`config.mk`:
```
export PLATFORM = sky130hd
export DESIGN_NAME = addsub_serial
export DESIGN_NICKNAME = d
export VERILOG_FILES = /design/src/rtl/addsub_serial.sv
export SDC_FILE = /design/constraint.sdc
export NUM_CORES = 1
export LEC_CHECK = 0
export BUFFER_PORTS_ARGS = -buffer_cell sky130_fd_sc_hd__clkbuf_2
export CAP_MARGIN = 20
export CELL_PAD_IN_SITES_DETAIL_PLACEMENT = 0
export CELL_PAD_IN_SITES_GLOBAL_PLACEMENT = 1
export CORE_MARGIN = 4
export CORE_UTILIZATION = 45
export DETAILED_ROUTE_END_ITERATION = 12
export PLACE_DENSITY = 0.79
export SYNTH_ARGS = -nofsm -noshare
export SYNTH_HDL_FRONTEND = slang
export SYNTH_SLANG_ARGS = --single-unit
```
`constraint.sdc`:
```
create_clock -name clk -period 6.1 [get_ports clk]
set_clock_uncertainty 0.15 [all_clocks]
set_input_delay 1.83 -clock clk [delete_from_list [all_inputs] [get_ports clk]]
set_output_delay 1.83 -clock clk [all_outputs]
set_load 0.05 [all_outputs]
```
`src/rtl/addsub_serial.sv`:
```
// Digit-serial add/subtract unit: DIGIT bits per clock, LSB first, start/busy/done handshake.
// Optional build macro ADDSUB_SAT_EN clamps the result to the signed limits on overflow.
module addsub_serial #(
    parameter int WIDTH = 8,
    parameter int DIGIT = 2
) (
    input  logic             clk,
    input  logic             rst,
    input  logic             start,
    input  logic             op,
    input  logic [WIDTH-1:0] a,
    input  logic [WIDTH-1:0] b,
    output logic [WIDTH-1:0] result,
    output logic             cout,
    output logic             ovf,
    output logic             zero,
    output logic             busy,
    output logic             done
);

    localparam int NDIG  = WIDTH / DIGIT;
    localparam int CNT_W = (NDIG > 1) ? $clog2(NDIG) : 1;

    generate
        if (WIDTH < 2 || DIGIT < 1 || DIGIT > WIDTH || (WIDTH % DIGIT) != 0) begin : g_bad_cfg
            $error("addsub_serial: illegal WIDTH/DIGIT combination");
        end
    endgenerate

    typedef enum logic [1:0] {
        IDLE = 2'd0,
        BUSY = 2'd1,
        DONE = 2'd2
    } state_t;

    state_t state_q, state_d;

    logic [WIDTH-1:0] a_sh, b_sh, acc;
    logic             carry, op_q, a_msb, b_msb;
    logic [CNT_W-1:0] cnt;

    logic [DIGIT:0]   dsum;
    logic [WIDTH-1:0] acc_next, res_final;
    logic             last, accept, ovf_next, cout_next;

`ifdef ADDSUB_SAT_EN
    function automatic logic [WIDTH-1:0] saturate(input logic [WIDTH-1:0] sum,
                                                  input logic             ovfl,
                                                  input logic             neg);
        if (ovfl)
            return neg ? {1'b1, {(WIDTH-1){1'b0}}} : {1'b0, {(WIDTH-1){1'b1}}};
        return sum;
    endfunction
`endif

    assign accept = (state_q == IDLE) && start;
    assign last   = (cnt == CNT_W'(NDIG - 1));

    // Digit adder: low DIGIT bits of both operands plus the running carry
    assign dsum      = {1'b0, a_sh[DIGIT-1:0]} + {1'b0, b_sh[DIGIT-1:0]} + {{DIGIT{1'b0}}, carry};
    assign acc_next  = WIDTH'({dsum[DIGIT-1:0], acc} >> DIGIT);
    assign ovf_next  = (a_msb == b_msb) && (acc_next[WIDTH-1] != a_msb);
    assign cout_next = op_q ? ~dsum[DIGIT] : dsum[DIGIT];

`ifdef ADDSUB_SAT_EN
    assign res_final = saturate(acc_next, ovf_next, a_msb);
`else
    assign res_final = acc_next;
`endif

    always_ff @(posedge clk) begin
        if (rst)
            state_q <= IDLE;
        else
            state_q <= state_d;
    end

    always_comb begin
        state_d = state_q;
        case (state_q)
            IDLE:    if (start) state_d = BUSY;
            BUSY:    if (last)  state_d = DONE;
            DONE:    state_d = IDLE;
            default: state_d = IDLE;
        endcase
    end

    assign busy = (state_q != IDLE);
    assign done = (state_q == DONE);

    always_ff @(posedge clk) begin
        if (rst)
            cnt <= '0;
        else if (accept)
            cnt <= '0;
        else if (state_q == BUSY)
            cnt <= cnt + 1'b1;
    end

    // Operand shifters and accumulator; only control and visible outputs are reset
    always_ff @(posedge clk) begin
        if (accept) begin
            a_sh  <= a;
            b_sh  <= op ? ~b : b;
            carry <= op;
            op_q  <= op;
            a_msb <= a[WIDTH-1];
            b_msb <= op ? ~b[WIDTH-1] : b[WIDTH-1];
            acc   <= '0;
        end else if (state_q == BUSY) begin
            a_sh  <= a_sh >> DIGIT;
            b_sh  <= b_sh >> DIGIT;
            carry <= dsum[DIGIT];
            acc   <= acc_next;
        end
    end

    always_ff @(posedge clk) begin
        if (rst) begin
            result <= '0;
            cout   <= 1'b0;
            ovf    <= 1'b0;
            zero   <= 1'b1;
        end else if (state_q == BUSY && last) begin
            result <= res_final;
            cout   <= cout_next;
            ovf    <= ovf_next;
            zero   <= (res_final == '0);
        end
    end

endmodule

```
==> results.txt <==
----------------------------------------------------
[Status]
  Run status ... finished clean

[Clock network]
  Count of instances resized after the clock tree is built ... 0
  Htree depth ... 2
  Maximum number of buffers from clock root to sink ... 2
  Root Buffer ... clkbuf_8
  TritonCTS Sinks ... 41
  Number of buffers inserted during clock tree synthesis ... 5
  Hold-fix buffers, CTS ... 0
  Post-CTS Repair Setup Buffers ... 0
  Clock latency of the later-clocked register in the worst-skew pair ... 0.29 ns
  TritonCTS clock tree ... built
  Clk pin slew, worst setup/hold paths ... 0.07 ns

[Global route]
  Maximum number of pins on one net before global-route repair ... 26
  Residual overflow from global routing ... 0
  Antenna violations before repair ... 0
  Vias in the first global route ... 1126
  Overall global routing resource usage ... 0.130
  First-pass GRT wire length ... 5020 um

[Logic synthesis]
  Share of synthesized area occupied by flip-flops and latches ... 0.591
  Synthesized area per cell ... roughly 11 um^2
  Adder-Cell Fraction of Synth Area ... 0.0304
  Multiplexer share of the synthesized area ... 0.0492
  Compound-cell area share of the yosys netlist ... 0.0833
  Count of different cell masters after synthesis ... 34
  Async SR Flop Fraction ... 0
  Warnings, synthesis ... 0
  Synthesized net count ... between 150 and 200
  Number of flip-flops and latches in the synthesized netlist ... 41
  Cell Area, Synth ... 1730 um^2
  Post-synthesis cell count ... 158
  Dominant combinational cell family by area after synthesis ... simple AND/OR/NAND/NOR gates
  Post-synth EDFFs ... 20
  Simple-gate share of the synthesized area ... 0.147
  Primary FF master, synth ... dfxtp_1
  Share of the synthesized netlist area taken by xor and xnor gates ... 0.0507

[Routing]
  # DRC ... 0
  Overall routed net length ... a little under 3000 um
  Vias post-DR ... 1153
  Vias per cell ... 4.89
  Final ANT Viol Nets ... 0
  Average wire per cell in the routed design ... about 13 um
  Initial DRT Pass Iterations ... 4
  DR iter-0 viols ... 30

[Floorplanning]
  X dimension of the die ... 70.0 um
  Number of top-level pins ... 33
  Area enclosed by the die boundary ... 4900 um^2
  Die height ... about 70 um
  Core area ... 3690 um^2
  Starting Density ... 0.468
  Std cell rows ... 22

[Worst setup path]
  Worst-path cell with the longest stage delay ... or3b_1
  Critical path arrival ... about 3.2 ns
  Required time at the endpoint of the critical path ... 5.81 ns
  Critical path startpoint category ... input port
  Dominant delay contributor by cell family on the critical path ... simple AND/OR/NAND/NOR gates
  Worst path max stage delay ... 0.67 ns
  Cells along the critical path ... clkbuf_2 -> or3b_1 -> nand2_1
  Setup Crit Path Kind ... in -> reg
  Sort of element at the end of the critical path ... flop
  Maximum net fanout on the critical path ... 25
  Number of buffers and inverters on the critical path ... 1

[Pwr]
  Comb pwr share ... 0.129
  Sequential group share of total power ... 0.560
  Power share of the clock group ... 0.311
  Total internal power ... 0.442 mW
  Switch share ... 0.243
  Power Density ... approximately 300 nW/um^2
  Peak supply drop ... 0.153 mV
  Switching component of the power ... 0.142 mW
  Cell leakage power ... around 0.79 nW

[Finish]
  Number of nets in the layout ... between 200 and 250
  Most used cells in the layout excluding fill and tap cells ... clkbuf_2, nand2_1, dfxtp_1
  Layout fillers ... 362
  Leading cell type in the layout, fill and taps excluded ... clkbuf_2
  Synth-to-layout area growth ... 14.4%
  Number of antenna diodes ... 0
  Fraction of final layout cells with drive strength greater than 1 ... 0.239

[STA]
  Final Slew Violations ... 0
  Least-Margin Pin Slew ... between 0.7 and 0.8 ns
  RSZ-0062 raised after global routing ... no
  Summed negative setup slack over all endpoints ... 0 ns
  Highest attainable clock frequency ... 0.283 GHz
  Post-route fraction of the period consumed by the critical path ... 0.578
  Count of endpoints failing setup in the final report ... 0
  Worst max-slew margin expressed relative to the limit ... 0.476
  Final worst path period need ... around 3.5 ns
  Count of endpoints failing hold in the final timing report ... 0
  Worst hold margin ... 0.307 ns

[Placed design]
  Input/output buffers ... 32
  Placer congestion estimate ... 0.738
  Hpwl dp ... about 2200 um

[Flow run]
  Maxcap violations ... 0

[Min path]
  Hold Path Class ... reg -> reg

----------------------------------------------------
-- Yosys cell counts, types with 3 or more instances --
master | instances | area, um^2
a211oi_1 | 4 | 30.0
a21oi_1 | 13 | 65.1
buf_2 | 3 | 15.0
clkbuf_1 | 3 | 11.3
dfxtp_1 | 21 | 420
edfxtp_1 | 20 | 601
inv_1 | 6 | 22.5
mux2_2 | 4 | 45.0
nand2_1 | 29 | 109
nor2_1 | 9 | 33.8
nor2b_1 | 3 | 18.8
o21ai_0 | 8 | 40.0
xnor2_1 | 9 | 78.8
-- metal layers --
layer / track usage / vias to the layer above / wire (um)
met5: 0 / - / 0
met4: 0.0511 / 0 / 38
met3: 0.0475 / 5 / 140
met2: 0.208 / 24 / 1400
met1: 0.159 / 533 / 1410
li1: - / 591 / -
-- power by group through the flow --
stage	combinational, mW	clock (mW)	sequential, mW
after floorplan	0.0602	0	0.330
after global placement	0.0746	0	0.332
after detailed placement	0.0769	0	0.333
after CTS	0.0770	0.183	0.327
after global routing	0.0845	0.196	0.329
final	0.0755	0.182	0.327
-- through the flow --
stage	instance area (um^2)	utilization	instances	power, mW	setup slack [ns]
2_1_floorplan	1730	-	158	0.390	2.71
3_3_place_gp	1890	0.512	228	0.406	2.32
3_5_place_dp	1890	0.512	228	0.410	2.23
4_1_cts	1980	0.536	236	0.587	2.54
5_1_grt	1980	0.536	236	0.609	2.39
6_report	1980	0.536	236	0.584	2.57
-- registers in the layout (all words and copies together) (netlist names) --
signal   count
ovf          1
a_msb        1
zero         1
cnt          2
op_q         1
b_sh         8
state_q      2
acc          6
b_msb        1
cout         1
carry        1
result       8
a_sh         8
-- layout make-up --
| class | count | area (um^2) | share of cell area |
|---|---|---|---|
| clock buffers | 8 | 90.1 | 0.0456 |
| inverters | 6 | 22.5 | 0.0114 |
| repair buffers | 32 | 160 | 0.0810 |
| well taps | 48 | 60.1 | 0.0304 |
| flip-flops and latches | 41 | 1020 | 0.516 |
| multi-input cells | 101 | 623 | 0.315 |
-- worst paths after layout --
check                           from                     end  slack (ns)  cells after the start
max                            start       b_sh[0]$_DFFE_PP_        2.57                      3
min           result[0]$_SDFFE_PP0P_  result[0]$_SDFFE_PP0P_        0.31                      2
max reg2reg  state_q[0]$_SDFFE_PP0P_       b_sh[0]$_DFFE_PP_        3.79                      2
min reg2reg   result[0]$_SDFFE_PP0P_  result[0]$_SDFFE_PP0P_        0.31                      2
-- kinds of logic (layout without fill, tap and decap cells) --
logic type / count (synthesis) / count (layout)
buf+inv: 16 / 46
fa+ha+maj: 3 / 3
simple gates: 55 / 55
mux: 7 / 7
compound gates: 26 / 26
flops: 41 / 41
xor+xnor: 10 / 10
-- tightest hold or removal path: cells and delay by family, from the launching register on --
| family | cells | cell delay [ns] |
|---|---|---|
| AO/OA/AOI/OAI | 1 | 0.05 |
| flip-flops | 1 | 0.31 |
| AND/OR/NAND/NOR | 1 | 0.05 |
No activity file was read; power rests on OpenSTA's default activity.
